**config.mk**
```make
export PLATFORM = sky130hd
export DESIGN_NAME = uart_rx_param
export DESIGN_NICKNAME = d
export VERILOG_FILES = /design/src/rtl/uart_pkg.sv /design/src/rtl/uart_sync2.sv /design/src/rtl/uart_rx_param.sv
export SDC_FILE = /design/constraint.sdc
export NUM_CORES = 1
export LEC_CHECK = 0
export CAP_MARGIN = 10
export CORE_UTILIZATION = 58
export CTS_BUF_LIST = sky130_fd_sc_hd__clkbuf_4
export CTS_CLUSTER_SIZE = 28
export DETAILED_ROUTE_END_ITERATION = 8
export PLACE_DENSITY = 0.78
export SYNTH_ARGS = -nofsm -noshare
export SYNTH_HDL_FRONTEND = slang
export SYNTH_SLANG_ARGS = --single-unit
```
**constraint.sdc**
```tcl
create_clock -name clk -period 2.06 [get_ports clk]
set_clock_uncertainty 0.15 [all_clocks]
set_input_delay 0.515 -clock clk [delete_from_list [all_inputs] [get_ports clk]]
set_output_delay 0.515 -clock clk [all_outputs]
set_load 0.01 [all_outputs]
```
**src/rtl/uart_pkg.sv**
```systemverilog
// Shared UART definitions used by the receiver and the matching transmitter:
// parity-mode constants, receiver state encoding and the parity rule.
package uart_pkg;
   localparam int PAR_NONE = 0;
   localparam int PAR_EVEN = 1;
   localparam int PAR_ODD  = 2;

   typedef enum logic [2:0] {
      ST_ARM, ST_IDLE, ST_START, ST_DATA, ST_PARITY, ST_STOP, ST_BREAK
   } rx_state_e;

   // Line value the parity bit must carry, given the XOR of the data bits.
   function automatic logic parity_expect(input int mode, input logic data_xor);
      return (mode == PAR_ODD) ? ~data_xor : data_xor;
   endfunction
endpackage

```
**src/rtl/uart_sync2.sv**
```systemverilog
// Two-flop synchronizer for an asynchronous input, with a selectable reset value
// so an idle-high serial line does not look like a start bit out of reset.
module uart_sync2 #(
   parameter logic RESET_VAL = 1'b1
) (
   input  logic clk,
   input  logic rst,
   input  logic d_i,
   output logic q_o
);
   logic meta_q, sync_q;

   // NOTE: flops are written with <= so every stage samples its input from before the edge.
   always_ff @(posedge clk) begin
      if (rst) begin
         meta_q <= RESET_VAL;
         sync_q <= RESET_VAL;
      end else begin
         meta_q <= d_i;
         sync_q <= meta_q;
      end
   end

   assign q_o = sync_q;
endmodule

```
**src/rtl/uart_rx_param.sv**
```systemverilog
// Parametrised UART receiver: mid-bit sampling off a clock-count bit timer,
// optional parity, 1 or 2 stop bits, one-word output register with valid/ready.
module uart_rx_param
   import uart_pkg::*;
#(
   parameter int CLKS_PER_BIT = 16,
   parameter int DATA_BITS    = 8,
   parameter int PARITY       = PAR_EVEN,
   parameter int STOP_BITS    = 1
) (
   input  logic                 clk,
   input  logic                 rst,
   input  logic                 rx_in,
   output logic [DATA_BITS-1:0] rx_data,
   output logic                 rx_valid,
   input  logic                 rx_ready,
   output logic                 parity_err,
   output logic                 frame_err,
   output logic                 overrun,
   output logic                 busy
);
   localparam int               CNT_W     = $clog2(CLKS_PER_BIT);
   localparam logic [CNT_W-1:0] CNT_FULL  = CNT_W'(CLKS_PER_BIT - 1);
   localparam logic [CNT_W-1:0] CNT_HALF  = CNT_W'(CLKS_PER_BIT / 2 - 1);
   localparam logic [CNT_W-1:0] CNT_FLUSH = CNT_W'(2);
   localparam logic [3:0]       LAST_DATA = 4'(DATA_BITS - 1);
   localparam logic [3:0]       LAST_STOP = 4'(STOP_BITS - 1);

   logic                 rx_s;
   rx_state_e            state_q;
   logic [CNT_W-1:0]     cnt_q;
   logic [3:0]           bit_cnt_q;
   logic [DATA_BITS-1:0] shift_q, data_q;
   logic                 par_flag_q, frm_flag_q;
   logic                 valid_q, perr_q, ferr_q, ovr_q, busy_q;
   logic                 tick, accept, frm_flag_d, par_flag_d;

   uart_sync2 #(.RESET_VAL(1'b1)) u_sync (
      .clk(clk),
      .rst(rst),
      .d_i(rx_in),
      .q_o(rx_s)
   );

   assign tick       = (cnt_q == '0);
   assign accept     = valid_q & rx_ready;
   assign frm_flag_d = frm_flag_q | ~rx_s;
   assign par_flag_d = (rx_s != parity_expect(PARITY, ^shift_q));

   always_ff @(posedge clk) begin
      if (rst) begin
         state_q    <= ST_ARM;
         cnt_q      <= CNT_FLUSH;
         bit_cnt_q  <= '0;
         shift_q    <= '0;
         par_flag_q <= 1'b0;
         frm_flag_q <= 1'b0;
         data_q     <= '0;
         valid_q    <= 1'b0;
         perr_q     <= 1'b0;
         ferr_q     <= 1'b0;
         ovr_q      <= 1'b0;
         busy_q     <= 1'b0;
      end else begin
         ovr_q <= 1'b0;
         cnt_q <= tick ? CNT_FULL : cnt_q - 1'b1;
         if (accept) valid_q <= 1'b0;

         unique case (state_q)
            // The synchronizer still holds its reset value for two cycles;
            // only a line value that really came from the pin may arm us.
            ST_ARM: begin
               cnt_q <= tick ? '0 : cnt_q - 1'b1;
               if (tick && rx_s) state_q <= ST_IDLE;
            end
            ST_IDLE: begin
               cnt_q <= CNT_HALF;
               if (!rx_s) begin
                  state_q <= ST_START;
                  busy_q  <= 1'b1;
               end
            end
            ST_START: if (tick) begin
               if (rx_s) begin
                  state_q <= ST_IDLE;
                  busy_q  <= 1'b0;
               end else begin
                  state_q    <= ST_DATA;
                  bit_cnt_q  <= '0;
                  par_flag_q <= 1'b0;
                  frm_flag_q <= 1'b0;
               end
            end
            ST_DATA: if (tick) begin
               shift_q <= {rx_s, shift_q[DATA_BITS-1:1]};
               if (bit_cnt_q == LAST_DATA) begin
                  bit_cnt_q <= '0;
                  state_q   <= (PARITY != PAR_NONE) ? ST_PARITY : ST_STOP;
               end else begin
                  bit_cnt_q <= bit_cnt_q + 1'b1;
               end
            end
            ST_PARITY: if (tick) begin
               par_flag_q <= par_flag_d;
               state_q    <= ST_STOP;
            end
            ST_STOP: if (tick) begin
               frm_flag_q <= frm_flag_d;
               bit_cnt_q  <= bit_cnt_q + 1'b1;
               if (bit_cnt_q == LAST_STOP) begin
                  state_q <= rx_s ? ST_IDLE : ST_BREAK;
                  busy_q  <= ~rx_s;
                  if (!valid_q || rx_ready) begin
                     data_q  <= shift_q;
                     perr_q  <= par_flag_q;
                     ferr_q  <= frm_flag_d;
                     valid_q <= 1'b1;
                  end else begin
                     ovr_q <= 1'b1;
                  end
               end
            end
            ST_BREAK: if (rx_s) begin
               state_q <= ST_IDLE;
               busy_q  <= 1'b0;
            end
            default: begin
               state_q <= ST_ARM;
               busy_q  <= 1'b0;
            end
         endcase
      end
   end

   assign rx_data    = data_q;
   assign rx_valid   = valid_q;
   assign parity_err = perr_q;
   assign frame_err  = ferr_q;
   assign overrun    = ovr_q;
   assign busy       = busy_q;
endmodule

```
# Yosys cells after proc, flatten, opt, wreduce, memory -nomap -nowiden
# Index checks and enable logic that the tools add are counted.
# classes
muxes	39
n_reduce_logical	19
eq_ne	18
addsub	2
bitwise_logic	7
# op_table
op	n
$mux W3	10
$mux W4	7
$pmux W3 S7	1
$ne A2 B2 Y1 const B	9
$mux W1	15
$pmux W4 S3	1
$reduce_and A4 Y1	3
$reduce_and A5 Y1	2
$eq A3 B3 Y1 const B	3
$reduce_and A9 Y1	1
$logic_not A4 Y1	2
$pmux W4 S2	1
$reduce_xor A8 Y1	1
$eq A3 B2 Y1 const B	2
$not A1 Y1	5
$pmux W1 S5	1
$add A4 B1 Y4 const B	1
$eq A4 B3 Y1 const B	1
$pmux W1 S2	2
$reduce_bool A2 Y1	2
$reduce_or A4 Y1	1
$sub A4 B1 Y4 const B	1
$eq A3 B1 Y1 const B	1
$logic_not A3 Y1	1
11 further kinds	11
# word_totals
word_cells	99
out_inout_bits	13
register_bits	36
input_bits	4

# Depth between registers and ports, before layout
# Gate-level depths: netlist (run 1).
# logic_depth
ltp_word	6
ltp_mapped	8
ltp_nobuf	6

# Hierarchy
# A second synthesis (run 1) with hierarchy kept.
# unflattened
cells_unflattened	209
area_unflattened_um2	1790.5
# by_module_without_submodules
module	area_each_um2	seq_area_each_um2	cells_each	n_inst
uart_rx_param	1737.9	680.7	205	1
uart_sync2	52.6	40.0	4	1

# Worst setup path after synthesis (run 1)
# Ideal clock, no wire load.
# synth_path
path_kind	reg2reg
from	reg cnt_q[1]
to	reg ferr_q (netlist: frame_err)
required_time_ps	1778
path_slack_ps	261
arrival_time_ps	1517
setup_time_ps	132
stages_incl_launch_ff	8
path_buffers	2
period_less_slack_ps	1799
cell_sequence	dfxtp_1 > nor4_4 > and3_1 > buf_4 > nand3_1 > buf_6 > nor3b_2 > nor3_1
# synth_between
elab_chain_len	2
# synth_rtl
item	line_no	text
start: declaration	uart_rx_param.sv:31	logic [CNT_W-1:0] cnt_q;
start signal: assignment	uart_rx_param.sv:66	cnt_q <= tick ? CNT_FULL : cnt_q - 1'b1;
start signal: assignment	uart_rx_param.sv:73	cnt_q <= tick ? '0 : cnt_q - 1'b1;
$logic_not A4 Y1	uart_rx_param.sv:45	assign tick = (cnt_q == '0);
$reduce_and A4 Y1 (no source line)	-	
end signal: assignment	uart_rx_param.sv:116	ferr_q <= frm_flag_d;
end: declaration	uart_rx_param.sv:35	logic valid_q, perr_q, ferr_q, ovr_q, busy_q;
# Every way passes these cells.
# A chain may end at the register's enable or synchronous reset.

# Final worst setup path (run 1)
# layout_path
from	reg busy_q (netlist: busy)
to	out busy
# layout_rtl
item	line_no	text
start: declaration	uart_rx_param.sv:35	
start signal: assignment	uart_rx_param.sv:112	busy_q <= ~rx_s;
end: declaration	uart_rx_param.sv:20	output logic busy
# No word-level cell between the ends.

==> impl_metrics.json, run 1 <==
{
  "status": "finished clean",
  "crit_arrival_ps": 1280,
  "synthSimpleGateAreaFrac_pct": 21.1,
  "synth_cell_type_count": 44,
  "p_per_area_mw_per_mm2": 906,
  "sw_frac_of_total_pct": 37.1,
  "portBuffers": 16,
  "power_frac_comb_pct": 32.3,
  "grt_pass1_vias": 1504,
  "ios": 17,
  "grt_setup_unrepaired": "false",
  "rows": 19,
  "synth_top_family_by_area": "simple AND/OR/NAND/NOR gates",
  "grt_max_degree": 35,
  "max-vdd-ir-drop_mv": 0.645,
  "grt_usage_pct": 25.8,
  "setup_viol": 0,
  "syn_inst": 198,
  "yosys_most_used_dff": "dfxtp_1",
  "n_antenna_cell": 0,
  "min_from": "u_sync.meta_q$_SDFF_PP1_",
  "vias_per_cell": 5.89,
  "cp-end-kind": "primary output",
  "nets": 225,
  "netlist_area_sq_mm": 0.00173,
  "postSynth.asyncResetShare_pct": 0,
  "p_clk_share_pct": 21.0,
  "cp.required_ps": 1390,
  "timing.final.ws_setup_ps": 118,
  "timing.final.crit_share_pct": 94.3,
  "setup-tns-final_ps": 0,
  "clk_latency_ps": 350,
  "synthAdderAreaFrac_pct": 1.45,
  "die_h_microns": 56.6,
  "die-area_sq_mm": 0.00320,
  "cts_hold_buf": 0,
  "cts_made_buffers": 5,
  "tritoncts": "done",
  "maxCapViolations": 0,
  "pwr-share-seq_pct": 46.7,
  "hold_viol": 0,
  "intPower_w": 0.00116,
  "r2r-start": "cnt_q[1]$_SDFF_PP1_",
  "clock_tree.root_cell": "clkbuf_4",
  "cts_buffer_depth": 2,
  "cp_slowest_cell": "clkdlybuf4s50_1",
  "dp_hpwl_microns": 2630,
  "ys_warn_count": 0,
  "initialDrtViolationCount": 56,
  "switching_power_w": 0.000682,
  "crit_type": "reg2out",
  "synth_compound_area_share_pct": 16.1,
  "die_w_microns": 56.6,
  "period_minus_slack_ps": 1940,
  "synth_edf_count": 0,
  "tightest_slew_ps": 570,
  "htree_levels": 2,
  "overflow": 0,
  "worstPathMaxFanout": 3,
  "finalCoreUtilization_pct": 73.1,
  "crit_chain": "clkdlybuf4s50_1",
  "routabilityCongestion": 0.886,
  "critPathBufInv": 1,
  "startpoint": "busy$_SDFFE_PP0P_",
  "route.detailed.drc": 0,
  "syn-num-nets": 204,
  "pre_cts_slack_ps": 99.8,
  "max_stage_delay_ps": 550,
  "muxShareOfSynthArea_pct": 9.84,
  "max_slew_margin_pct": 61.9,
  "slew_violations": 0,
  "drive_gt1_share_pct": 10.9,
  "cts_resized": 0,
  "area_growth_pct": 17.5,
  "first_pass_iters": 5,
  "crit_path_start_kind": "flip-flop",
  "wl_per_cell_microns": 14.9,
  "cp_top_family": "buffers and inverters",
  "antenna_found_initial": 0,
  "yosysSeqAreaShare_pct": 41.7,
  "cts_setup_buffers": 0,
  "core-area_sq_mm": 0.00278,
  "vias": 1479,
  "hold_class": "reg2reg",
  "cts.sinks": 36,
  "grt_pass1_wl_microns": 6400,
  "routed_wl_microns": 3750,
  "syn_area_per_cell_sq_um": 8.73,
  "initial_core_util_pct": 62.2,
  "clkSlewWorstSetupHoldPaths_ps": 110,
  "drtAntennaViolNets": 0,
  "leakage_nw": 0.805,
  "max_freq_mhz": 515,
  "synth-seq-cells": 36,
  "synth_xor_area_share_pct": 4.85,
  "report.power.total_w": 0.00184
}
[final cells by class]
class / instances / area, sq um
Multi-Input combinational cell: 143 / 922
Fill cell: 219 / 749
Sequential cell: 36 / 721
Timing Repair Buffer: 28 / 275
Clock buffer: 6 / 45.0
Tap cell: 31 / 38.8
Inverter: 5 / 18.8
Clock inverter: 2 / 11.3
[layer usage]
| layer | wire, microns | vias up | global-route usage, % | part of all wire (%) |
|---|---|---|---|---|
| li1 | - | 740 | - | - |
| met1 | 1660 | 682 | 30.5 | 44 |
| met2 | 1800 | 48 | 40.8 | 48 |
| met3 | 216 | 9 | 8.53 | 5.8 |
| met4 | 78 | 0 | 14.3 | 2.1 |
| met5 | 0 | - | 0 | 0 |
[flip-flops by register name, indices dropped and copies added, names as in the netlist]
register       flops
cnt_q              4
rx_valid           1
u_sync.meta_q      1
u_sync.q_o         1
rx_data            8
par_flag_q         1
bit_cnt_q          4
parity_err         1
state_q            3
frm_flag_q         1
shift_q            8
overrun            1
busy               1
frame_err          1
[placed cells by master (no fill, tap or decap), drive strengths merged, types with 6 or more instances in the layout]
cell	n
a21oi	15
nand3	7
nor2	28
mux2i	17
dfxtp	36
clkdlybuf4s50	16
clkbuf	6
a31oi	7
buf	12
o21ai	8
nand2	10
[through the flow]
step           cell area [sq um]  cells  hold WS, ps
3_3_place_gp                1980    243          248
2_1_floorplan               1730    198          239
4_1_cts                     2030    251          275
3_5_place_dp                1980    243          250
5_1_grt                     2030    251          301
6_report                    2030    251          270
[cell usage after synthesis, types with 2 or more instances]
master    number  area share, %
o21ai_0        6            1.7
nand2_1       10            2.2
a31oi_1        7            2.5
buf_2          3           0.87
xnor2_1        5            2.5
dfxtp_1       36             42
nand3_1        7            2.0
nor3_1         4            1.2
mux2i_1       17            9.8
ha_1           2            1.4
nor2_1        28            6.1
xor2_1         2            1.0
or4_1          2           0.87
clkbuf_1       9            2.0
nand2b_1       5            1.8
a21oi_1       15            4.3
a22oi_1        2           0.87
or2_2          3            1.1
o21ai_1        2           0.58
inv_1          5            1.1
nor2b_1        3            1.1
and3_1         2           0.72
o22ai_1        2           0.72
[logic make-up (layout without fill, tap and decap cells)]
family / count (synthesis) / count (layout)
AO/OA/AOI/OAI: 45 / 45
XOR/XNOR: 8 / 8
adder cells (fa/ha/maj): 2 / 2
buffers and inverters: 19 / 41
flip-flops: 36 / 36
multiplexers: 17 / 17
AND/OR/NAND/NOR: 71 / 71
[worst paths after layout]
path,end,cells past startpoint,slack (ps)
max,busy,1,120
min,u_sync.q_o$_SDFF_PP1_,1,270
max reg2reg,frame_err$_SDFFE_PP0P_,6,150
min reg2reg,u_sync.q_o$_SDFF_PP1_,1,270
[power groups by stage]
stage	registers (W)	logic, W	clock network (W)
floorplan	0.000831	0.000435	0
global placement	0.000858	0.000546	0
detailed placement	0.000871	0.000575	0
CTS	0.000855	0.000580	0.000393
global route	0.000871	0.000640	0.000424
finish	0.000860	0.000594	0.000387
Note: power is estimated with default switching activity, not from simulation.
==> run 2: changes to the inputs <==
--- a/config.mk
+++ b/config.mk
@@ -6,11 +6,11 @@
 export NUM_CORES = 1
 export LEC_CHECK = 0
 export CAP_MARGIN = 10
-export CORE_UTILIZATION = 58
+export CORE_UTILIZATION = 50
 export CTS_BUF_LIST = sky130_fd_sc_hd__clkbuf_4
 export CTS_CLUSTER_SIZE = 28
 export DETAILED_ROUTE_END_ITERATION = 8
-export PLACE_DENSITY = 0.78
+export PLACE_DENSITY = 0.68
 export SYNTH_ARGS = -nofsm -noshare
 export SYNTH_HDL_FRONTEND = slang
 export SYNTH_SLANG_ARGS = --single-unit
==> run 2 against run 1 <==
Core utilization decreased by 8.8 points. Sequential power decreased by 2%. Worst setup slack improved by 11 ps. Fmax increased by 0.60%. Design area increased by 0.43%. Sequential cell count unchanged. Critical path type unchanged. Critical endpoint unchanged. Highest routed layer unchanged.
==> impl_metrics.json, run 2 (synthesis gave the netlist of run 1 again) <==
{
  "crit_arrival_ps": 1270,
  "cts_buffer_depth": 2,
  "area_growth_pct": 18.0,
  "core-area_sq_mm": 0.00318,
  "cp.required_ps": 1390,
  "crit_chain": "clkdlybuf4s50_1",
  "hold_viol": 0,
  "clkSlewWorstSetupHoldPaths_ps": 110,
  "min_from": "u_sync.meta_q$_SDFF_PP1_",
  "tritoncts": "done",
  "max_freq_mhz": 518,
  "grt_pass1_vias": 1408,
  "htree_levels": 2,
  "critPathBufInv": 1,
  "setup-tns-final_ps": 0,
  "cp-end-kind": "primary output",
  "cp.depth": 1,
  "antenna_found_initial": 0,
  "cts_hold_buf": 0,
  "rows": 20,
  "report.power.total_w": 0.00181,
  "vias": 1480,
  "setup_viol": 0,
  "ios": 17,
  "min_to": "u_sync.q_o$_SDFF_PP1_",
  "routabilityCongestion": 0.875,
  "dp_hpwl_microns": 2590,
  "clk_latency_ps": 340,
  "cp_top_family": "buffers and inverters",
  "first_pass_iters": 4,
  "cts.sinks": 36,
  "r2r_end": "frame_err$_SDFFE_PP0P_",
  "cts_resized": 0,
  "status": "finished clean",
  "overflow": 0,
  "cp_slowest_cell": "clkdlybuf4s50_1",
  "vias_per_cell": 5.63,
  "tightest_slew_ps": 488,
  "hold_depth": 1,
  "finalCoreUtilization_pct": 64.2,
  "routed_wl_microns": 3620,
  "cts_made_buffers": 5,
  "worstPathMaxFanout": 3,
  "hold_class": "reg2reg",
  "initialDrtViolationCount": 93,
  "grt_setup_unrepaired": "false",
  "initial_core_util_pct": 54.4,
  "die_w_microns": 60.8,
  "grt_pass1_wl_microns": 6290,
  "grt_usage_pct": 23.1,
  "max_slew_margin_pct": 67.4,
  "rr_worst_depth": 6,
  "drive_gt1_share_pct": 10.5,
  "slew_violations": 0,
  "route.detailed.drc": 0,
  "period_minus_slack_ps": 1930,
  "timing.final.crit_share_pct": 93.7,
  "crit_path_start_kind": "flip-flop",
  "final_cell_mix": "36 x dfxtp_1, 28 x nor2_1, 17 x mux2i_1",
  "leakage_nw": 0.799,
  "wl_per_cell_microns": 13.8,
  "p_per_area_mw_per_mm2": 889,
  "n_antenna_cell": 0,
  "layout_commonest_cell": "dfxtp_1",
  "portBuffers": 16,
  "max-vdd-ir-drop_mv": 0.585,
  "holdWs_ps": 278,
  "die_h_microns": 60.8,
  "cts_setup_buffers": 0,
  "r2r-start": "cnt_q[1]$_SDFF_PP1_",
  "grt_max_degree": 32,
  "drtAntennaViolNets": 0,
  "clock_tree.root_cell": "clkbuf_4",
  "nets": 224,
  "maxCapViolations": 0,
  "ff2ff_setup_slack_ps": 140,
  "max_stage_delay_ps": 550,
  "die-area_sq_mm": 0.00370,
  "fill_cells": 288,
  "crit_type": "reg2out"
}
[run 2: cell types whose count changed in the layout (fill, tap and decap cells not counted)]
cell   before  now
buf_4      10    9
[run 2: per-stage QoR]
step / instance area, sq um / std cells / setup slack [ps]
floorplan: 1730 / 198 / 261
global placement: 1980 / 255 / 132
detailed placement: 1980 / 255 / 66.4
CTS: 2040 / 263 / 109
global route: 2040 / 263 / 21.2
finish: 2040 / 263 / 129
[run 2: how the worst max path moves through the flow]
stage / slack [ps] / to / from
6_report: 130 / busy / busy$_SDFFE_PP0P_
3_5_place_dp: 70 / busy$_SDFFE_PP0P_ / rst
5_1_grt: 20 / rx_data[3]$_SDFFE_PP0P_ / cnt_q[1]$_SDFF_PP1_
3_3_place_gp: 130 / busy$_SDFFE_PP0P_ / rst
4_1_cts: 110 / busy / busy$_SDFFE_PP0P_
2_1_floorplan: 260 / frame_err$_SDFFE_PP0P_ / cnt_q[1]$_SDFF_PP1_
[run 2: metal layers]
layer	global-route usage, %	share of wire (%)	vias up
met1	27.1	45	702
met4	8.44	1.2	0
met5	0	0	-
met2	40.3	49	37
li1	-	-	737
met3	6.18	3.9	4
[run 2: area by class of cell]
class,count,area (sq um),share of cell area (%)
Sequential cell,36,721,35.3
Tap cell,44,55.1,2.70
Clock inverter,2,11.3,0.552
Inverter,5,18.8,0.920
Timing Repair Buffer,27,268,13.1
Multi-Input combinational cell,143,922,45.2
Clock buffer,6,45.0,2.21
[run 2: power breakdown]
group,switching (W),leakage (nW),internal [W],total (W)
Sequential,0.0000855,0.292,0.000758,0.000843
Clock,0.000235,0.0293,0.000143,0.000378
Combinational,0.000335,0.478,0.000257,0.000592
Total,0.000656,0.799,0.00116,0.00181
==> run 3: changes to the inputs <==
--- a/config.mk
+++ b/config.mk
@@ -11,6 +11,7 @@
 export CTS_CLUSTER_SIZE = 28
 export DETAILED_ROUTE_END_ITERATION = 8
 export PLACE_DENSITY = 0.68
+export SKIP_CTS_REPAIR_TIMING = 1
 export SYNTH_ARGS = -nofsm -noshare
 export SYNTH_HDL_FRONTEND = slang
 export SYNTH_SLANG_ARGS = --single-unit
==> results of run 3 <==
The final DEF is identical to that of run 2; final timing and power are the same.
